===== config.mk =====
export PLATFORM = sky130hd
export DESIGN_NAME = clk_div_monitor
export DESIGN_NICKNAME = d
export VERILOG_FILES = /design/src/rtl/clk_div_monitor.sv
export SDC_FILE = /design/constraint.sdc
export NUM_CORES = 1
export LEC_CHECK = 0
export ABC_CLOCK_PERIOD_IN_PS = 3300
export CAP_MARGIN = 30
export CELL_PAD_IN_SITES_DETAIL_PLACEMENT = 1
export CELL_PAD_IN_SITES_GLOBAL_PLACEMENT = 1
export CORE_ASPECT_RATIO = 0.5
export CORE_MARGIN = 2
export CORE_UTILIZATION = 30
export DETAILED_ROUTE_END_ITERATION = 8
export GPL_TIMING_DRIVEN = 0
export PLACE_DENSITY_LB_ADDON = 0.1
export SYNTH_ARGS = -nofsm -noshare
export SYNTH_HDL_FRONTEND = slang
export SYNTH_SLANG_ARGS = --single-unit

===== constraint.sdc =====
create_clock -name iclk -period 3.3 [get_ports iclk]
set_input_delay 0.825 -clock iclk [delete_from_list [all_inputs] [get_ports iclk]]
set_output_delay 0.825 -clock iclk [all_outputs]
set_load 0.005 [all_outputs]

===== src/rtl/clk_div_monitor.sv =====
// clk_div_monitor
//   Watches the divided clock from the even clock divider. Both run on iclk, so
//   div_clk is sampled directly. The monitor measures the high and low phase
//   lengths in iclk samples and compares each one with DIVISOR/2. It asserts
//   locked after LOCK_COUNT consecutive good periods. It raises sticky errors
//   for a bad period while locked and for a stuck clock.
// Ports
//   iclk          system clock, all logic on posedge
//   rst           asynchronous active-low reset
//   en            monitor enable; low forces IDLE (sticky errors kept)
//   div_clk       divided clock under test
//   err_clr       one-cycle pulse clearing err_duty / err_stuck
//   high_cnt      last measured high-phase length
//   low_cnt       last measured low-phase length
//   period_valid  one-cycle pulse, new high/low pair complete
//   period_ok     that pair was DIVISOR/2 each
//   locked        LOCK_COUNT good periods in a row, no fault since
//   err_duty      sticky, bad period seen while locked
//   err_stuck     sticky, no edge for DIVISOR samples while acquiring/locked
module clk_div_monitor #(
   parameter int DIVISOR    = 4,
   parameter int LOCK_COUNT = 4,
   localparam int CNT_W     = $clog2(DIVISOR + 1)
) (
   input  logic             iclk,
   input  logic             rst,
   input  logic             en,
   input  logic             div_clk,
   input  logic             err_clr,
   output logic [CNT_W-1:0] high_cnt,
   output logic [CNT_W-1:0] low_cnt,
   output logic             period_valid,
   output logic             period_ok,
   output logic             locked,
   output logic             err_duty,
   output logic             err_stuck
);

   localparam int HALF = DIVISOR / 2;
   localparam int GW   = $clog2(LOCK_COUNT + 1);

   if (DIVISOR < 2 || (DIVISOR % 2) != 0) begin : g_bad_divisor
      $error("clk_div_monitor: DIVISOR must be even and >= 2");
   end
   if (LOCK_COUNT < 1) begin : g_bad_lock_count
      $error("clk_div_monitor: LOCK_COUNT must be >= 1");
   end

   typedef enum logic [1:0] {IDLE, SYNC, ACQ, LOCKED} state_t;

   state_t           st;
   logic             d_q;
   logic [CNT_W-1:0] phase_cnt;
   logic [GW-1:0]    good_cnt;
   logic             have_high;

   logic             edge_s, rise, fall, active, good, stuck, duty_set;
   logic [CNT_W-1:0] nxt_phase;

   always_comb begin
      edge_s    = div_clk ^ d_q;
      rise      = edge_s & div_clk;
      fall      = edge_s & ~div_clk;
      active    = en && (st == ACQ || st == LOCKED);
      // The low phase being closed is still in phase_cnt on this sample.
      good      = (high_cnt == CNT_W'(HALF)) && (phase_cnt == CNT_W'(HALF));
      stuck     = active && !edge_s && (phase_cnt == CNT_W'(DIVISOR));
      duty_set  = active && (st == LOCKED) && rise && have_high && !good;
      nxt_phase = phase_cnt;
      if (edge_s)
         nxt_phase = CNT_W'(1);
      else if (phase_cnt != {CNT_W{1'b1}})
         nxt_phase = phase_cnt + CNT_W'(1);
   end

   always_ff @(posedge iclk or negedge rst) begin
      if (!rst) begin
         st           <= IDLE;
         d_q          <= 1'b0;
         phase_cnt    <= '0;
         good_cnt     <= '0;
         have_high    <= 1'b0;
         high_cnt     <= '0;
         low_cnt      <= '0;
         period_valid <= 1'b0;
         period_ok    <= 1'b0;
         locked       <= 1'b0;
         err_duty     <= 1'b0;
         err_stuck    <= 1'b0;
      end else begin
         d_q          <= div_clk;
         period_valid <= 1'b0;
         // A fault in the same cycle as err_clr wins.
         err_duty     <= duty_set | (err_duty  & ~err_clr);
         err_stuck    <= stuck    | (err_stuck & ~err_clr);

         if (!en) begin
            st        <= IDLE;
            phase_cnt <= '0;
            good_cnt  <= '0;
            have_high <= 1'b0;
            locked    <= 1'b0;
         end else begin
            phase_cnt <= nxt_phase;
            case (st)
               IDLE: st <= SYNC;
               // The first edge ends a partial phase of unknown length. Drop it.
               SYNC: if (edge_s) st <= ACQ;
               ACQ, LOCKED: begin
                  if (stuck) begin
                     st        <= SYNC;
                     locked    <= 1'b0;
                     have_high <= 1'b0;
                     good_cnt  <= '0;
                  end else if (fall) begin
                     high_cnt  <= phase_cnt;
                     have_high <= 1'b1;
                  end else if (rise) begin
                     low_cnt <= phase_cnt;
                     if (have_high) begin
                        period_valid <= 1'b1;
                        period_ok    <= good;
                        if (good) begin
                           if (st == ACQ) begin
                              good_cnt <= good_cnt + GW'(1);
                              if (good_cnt == GW'(LOCK_COUNT - 1)) begin
                                 st     <= LOCKED;
                                 locked <= 1'b1;
                              end
                           end
                        end else begin
                           good_cnt <= '0;
                           locked   <= 1'b0;
                           st       <= ACQ;
                        end
                     end
                  end
               end
               default: st <= IDLE;
            endcase
         end
      end
   end

endmodule


Word level (Yosys, flattened, before mapping)
Index checks and enable logic that the tools add are counted.
{"block": "word_totals", "reg_bits": 21, "in_bits": 5, "out_inout_bits": 11, "word_cells": 107}
{"block": "classes", "add_sub_neg": 2, "n_eq_ne": 22, "n_mux": 40, "n_bitwise": 11, "reduce_logical": 20}
{"operator": "3-bit 2-to-1 mux", "n": 11}
{"operator": "1-bit 2-to-1 mux", "n": 19}
{"operator": "2-bit 2-to-1 mux", "n": 9}
{"operator": "6-bit AND reduction", "n": 3}
{"operator": "3-bit by 1-bit inequality test with 1-bit output (second input constant)", "n": 4}
{"operator": "4-bit inequality test (second input constant)", "n": 3}
{"operator": "5-bit inequality test (second input constant)", "n": 2}
{"operator": "5-bit AND reduction", "n": 2}
{"operator": "3-bit by 2-bit equality test with 1-bit output (second input constant)", "n": 3}
{"operator": "1-bit logical AND", "n": 8}
{"operator": "4-bit by 2-bit inequality test with 1-bit output (second input constant)", "n": 2}
{"operator": "3-bit by 1-bit adder with 3-bit output (second input constant)", "n": 2}
{"operator": "3-bit inequality test (second input constant)", "n": 2}
{"operator": "2-bit case mux with 3 select lines", "n": 1}
{"operator": "1-bit bitwise AND", "n": 4}
{"operator": "2-bit equality test (second input constant)", "n": 2}
{"operator": "1-bit inverter", "n": 4}
{"operator": "4-bit AND reduction", "n": 1}
{"operator": "3-bit equality test (second input constant)", "n": 1}
{"operator": "3-bit by 2-bit inequality test with 1-bit output (second input constant)", "n": 1}
{"operator": "2-bit by 1-bit equality test with 1-bit output (second input constant)", "n": 1}
{"operator": "1-bit zero test", "n": 2}
{"operator": "2-bit zero test", "n": 1}
{"operator": "2-bit by 1-bit inequality test with 1-bit output (second input constant)", "n": 1}
{"operator": "other kinds (5)", "n": 6}

Longest topological paths before layout
Gate-level depths: netlist of run 1.
{"block": "logic_depth", "ltp_word": 10, "ltp_mapped": 6, "ltp_nobuf": 6}

Worst setup path before layout of run 1
Ideal clock, no wire load.
{"block": "synth_timing", "path_kind": "input-to-reg", "from": "in div_clk", "to": "reg low_cnt[0]", "setup_time_ns": 0.125, "t_arrival_ns": 2.052, "setup_slack_ns": 1.123, "cell_stages": 6, "path_cell_list": "inv_1 ha_1 nand3_2 nand3_1 nor3b_2 mux2_2"}
{"block": "synth_between", "elab_chain_len": 6}
{"item": "start: declaration", "line_no": "28", "rtl": "input logic div_clk,"}
{"item": "1-bit bitwise XOR", "line_no": "61", "rtl": "edge_s = div_clk ^ d_q;"}
{"item": "1-bit zero test", "line_no": "67", "rtl": "stuck = active && !edge_s && (phase_cnt == CNT_W'(DIVISOR));"}
{"item": "1-bit logical AND (2 in a row)", "line_no": "67"}
{"item": "1-bit inverter (no source line)"}
{"item": "5-bit AND reduction (no source line) (*)"}
{"item": "end signal: assignment", "line_no": "119", "rtl": "low_cnt <= phase_cnt;"}
{"item": "end: declaration", "line_no": "31", "rtl": "output logic [CNT_W-1:0] low_cnt,"}
Mark *: on every way between the ends. The rest lies on a longest branch, timed or not.
A chain may end at the register's enable or synchronous reset.

Worst setup path in the final report of run 1
{"block": "layout_timing", "from": "in div_clk", "to": "reg low_cnt[2]"}
Same word-level chain as after synthesis.

==> impl_metrics.env, run 1 <==
export IMPL_drive_gt1_share_pct=14.2
export IMPL_ctsHoldBuffers=0
export IMPL_antenna_found_initial=0
export IMPL_die_width_um=88.0
export IMPL_crit_path_time_final_ns=2.66
export IMPL_routed_wirelength_um=2330
export IMPL_cts_htree_levels=1
export IMPL_drtAntennaViolNets=0
export IMPL_fin_tns_setup_ns=0
export IMPL_grt_first_pass_wirelength_um=4010
export IMPL_number_of_global_route_vias_before_repair=815
export IMPL_timing_critical_path_buf_inv=2
export IMPL_postSynthNetCount=106
export IMPL_path_class="in2reg"
export IMPL_vdd_ir_drop_max_v=0.000192
export IMPL_comb_power_share_pct=25.0
export IMPL_worst_path_largest_cell_delay_ns=0.51
export IMPL_boundaryPins=16
export IMPL_cts_tree="yes"
export IMPL_detail_route_first_pass_iterations=4
export IMPL_pwr_density_cell_nw_per_um2=491
export IMPL_pin_slew_with_the_least_headroom_to_its_limit_ns=0.454
export IMPL_fillCellCount=382
export IMPL_initial_core_utilization_pct=31.2
export IMPL_synth_top_cells_by_area="dfrtp_1 (50%), ha_1 (9.5%), mux2_2 (5.3%)"
export IMPL_dp_hpwl_um=1830
export IMPL_cpLargestDelayFamily="simple AND/OR/NAND/NOR gates"
export IMPL_report_final_setup_viol=0
export IMPL_die_area_um2=4050
export IMPL_timing_hold_worst_class="reg2reg"
export IMPL_row_count=15
export IMPL_net_switching_fraction_of_the_power_pct=30.0
export IMPL_power_share_clock_pct=25.9
export IMPL_max_cap_viol_count=0
export IMPL_critical_path_peak_fanout=5
export IMPL_antenna_diode_instance_count=0
export IMPL_syn_instance_count=93
export IMPL_floorplan_core_area_um2=3400
export IMPL_synth_top_cell_area_share_pct=49.6
export IMPL_synth_seq_cells=21
export IMPL_postLayoutSetupSlackWorst_ns=0.644
export IMPL_timing_critical_path_slowest_stage_cell="clkdlybuf4s50_1"
export IMPL_timing_final_crit_share_pct=80.5
export IMPL_finalNetCount=127
export IMPL_cts_clk_slew_worst_paths_ns=0.08
export IMPL_detail_route_vias_per_cell=4.67
export IMPL_synth_warning_count=0
export IMPL_post_synth_num_cell_types=32
export IMPL_port_buffer_count=15
export IMPL_final_hold_violation_count=0
export IMPL_overall_global_routing_resource_usage_pct=13.8
export IMPL_grt_remaining_overflow=0
export IMPL_run_status="complete, no violations"
export IMPL_finalMaxSlewViolations=0
export IMPL_drcViolationCount=0
export IMPL_worst_clock_skew_ns=0.00568
export IMPL_synth_ff_type="dfrtp_1"
export IMPL_timing_critical_path_required_ns=3.45
export IMPL_seq_area_frac_synth_pct=49.6
export IMPL_gp_congestion=0.782
export IMPL_tritoncts_num_sinks=21
export IMPL_max_clock_path_buffers=2
export IMPL_cts_repair_timing_setup_buffer_count=0
export IMPL_slew_limit_headroom_pct=69.5
export IMPL_cell_internal_pwr_w=0.000462
export IMPL_pin_count_of_the_biggest_net_entering_global_routing=22
export IMPL_p_leak_nw=0.600
export IMPL_grt_setup_unrepaired="no"
export IMPL_root_buffer="clkbuf_8"
export IMPL_syn_area_um2=1060
export IMPL_critPathLaunchType="primary input"
export IMPL_area_growth_pct=27.1
export IMPL_cts_made_buffers=3
export IMPL_die_height_um=46
export IMPL_p_switching_w=0.000198
export IMPL_route_detailed_wl_per_inst_um=14.2
export IMPL_timing_critical_path_to_type="flop"
export IMPL_timing_critical_path_cells="clkdlybuf4s50_1, inv_1, ha_1, nand3_2, nand3_1, nor3b_2, mux2_2"
export IMPL_total_number_of_vias=766
export IMPL_critical_path_arrival_ns=2.80
export IMPL_initialDrtViolationCount=28
export IMPL_synth_top_area_cell="dfrtp_1"
export IMPL_maxClockFrequency_mhz=376
export IMPL_seq_power_share_pct=49.2
export IMPL_async_flop_share_pct=100
export IMPL_average_instance_area_after_synthesis_um2=11.4
export IMPL_cts_repair_resized=0
export IMPL_pre_cts_slack_ns=0.328
export IMPL_clk_latency_ns=0.26
export IMPL_synth_edf_count=0
## cell families after synthesis
| logic type | after synthesis | share of synthesized area [%] |
|---|---|---|
| simple gates | 28 | 17.1 |
| fa+ha+maj | 8 | 9.46 |
| mux | 8 | 8.27 |
| xor+xnor | 1 | 0.828 |
| compound gates | 16 | 10.6 |
| flops | 21 | 49.6 |
| buf+inv | 11 | 4.02 |
## final timing paths
| kind | from | end | slack [ns] | cells past startpoint |
|---|---|---|---|---|
| setup / recovery | div_clk | low_cnt[2] | 0.64 | 7 |
| hold / removal | err_duty | err_duty | 0.50 | 2 |
| setup reg to reg | phase_cnt[0] | low_cnt[2] | 1.39 | 6 |
| hold reg to reg | err_duty | err_duty | 0.50 | 2 |
| max in group asynchronous | rst | d_q | 2.07 | 2 |
| min in group asynchronous | rst | period_valid | 0.82 | 1 |
## cells in the mapped netlist, types with 2 or more instances
library cell	instances
nor3_1	3
nand2b_1	3
mux2_2	5
a22o_1	2
nor2_1	7
ha_1	8
inv_1	10
mux2i_1	2
nand2_1	6
o21ai_0	3
a31oi_1	2
dfrtp_1	21
o22ai_1	2
## power groups by stage
stage	Sequential (W)	Combinational [W]	Clock, W
3_5_place_dp	0.000330	0.000162	0
4_1_cts	0.000325	0.000163	0.000182
2_1_floorplan	0.000322	0.0000906	0
5_1_grt	0.000331	0.000184	0.000194
3_3_place_gp	0.000325	0.000157	0
6_report	0.000325	0.000165	0.000171
## registers in the layout (all words and copies together), names as in the netlist
name and count:
high_cnt 3, phase_cnt 3, low_cnt 3, st 2
locked 1, period_valid 1, err_duty 1, period_ok 1
have_high 1, d_q 1, err_stuck 1, good_cnt 3
## per-stage QoR
step	hold WS (ns)	cells	total power, W	cell area [µm²]	utilization [%]
floorplan	0.466	93	0.000413	1060	-
global placement	0.480	159	0.000482	1270	37.5
detailed placement	0.484	159	0.000492	1270	37.5
CTS	0.512	163	0.000670	1320	38.8
global route	0.541	164	0.000709	1350	39.6
finish	0.502	164	0.000660	1350	39.6
## cells in the final DEF (no fill, tap or decap), types with 2 or more instances in the layout
master | synthesis | routed
nand2_1 | 6 | 6
nor2_1 | 7 | 7
mux2_2 | 5 | 5
nand2b_1 | 3 | 3
dfrtp_1 | 21 | 21
o21ai_0 | 3 | 3
inv_1 | 10 | 10
a31oi_1 | 2 | 2
o22ai_1 | 2 | 2
a22o_1 | 2 | 2
mux2i_1 | 2 | 2
ha_1 | 8 | 8
clkbuf_8 | 0 | 3
clkdlybuf4s50_1 | 0 | 15
nor3_1 | 3 | 3
## area by class of cell
class	count	area [µm²]	share of cell area [%]
sequential	21	526	39.1
clock buffer	4	45.0	3.35
buffer	1	5.00	0.372
multi-input combinational	61	490	36.5
tap	51	63.8	4.74
timing repair buffer	16	178	13.2
inverter	10	37.5	2.79
## per-layer routing
layer | global-route usage (%) | vias to the layer above | share of wire [%]
met3 | 5.43 | 4 | 4.5
met4 | 4.31 | 0 | 0.94
li1 | - | 367 | -
met5 | 0 | - | 0
met2 | 21.8 | 13 | 47
met1 | 17.8 | 382 | 47
## worst min-delay path, stage by stage, from the launching register on
cell and delay (ns):
dfrtp_1 0.35, nand2b_1 0.06, o41ai_1 0.05
Note: power is estimated with default switching activity, not from simulation.
==> run 2, diff against run 1 <==
Settings changed: ABC_CLOCK_PERIOD_IN_PS 3300 to 2750.
Clock period 3.3 ns to 2.75 ns, I/O delays scaled along.
==> results of run 2 <==
Same layout as run 1 (identical final DEF). Status: complete, no violations.
Main changes from that run: setup slack after placement 0.328 ns -> -0.0845 ns; setup slack after layout 0.644 ns -> 0.231 ns; register-to-register setup slack 1.39 ns -> 0.84 ns; total power 0.000660 W -> 0.000792 W; worst IR drop on VDD 0.000192 V -> 0.000230 V
==> run 3, diff against run 2 <==
Settings changed: CTS_CLUSTER_SIZE from default to 24.
==> results of run 3 <==
Same layout as run 1 (identical final DEF). Status: complete, no violations.
Main changes from that run: setup slack after placement 0.328 ns -> -0.0845 ns; setup slack after layout 0.644 ns -> 0.231 ns; register-to-register setup slack 1.39 ns -> 0.84 ns; total power 0.000660 W -> 0.000792 W; worst IR drop on VDD 0.000192 V -> 0.000230 V
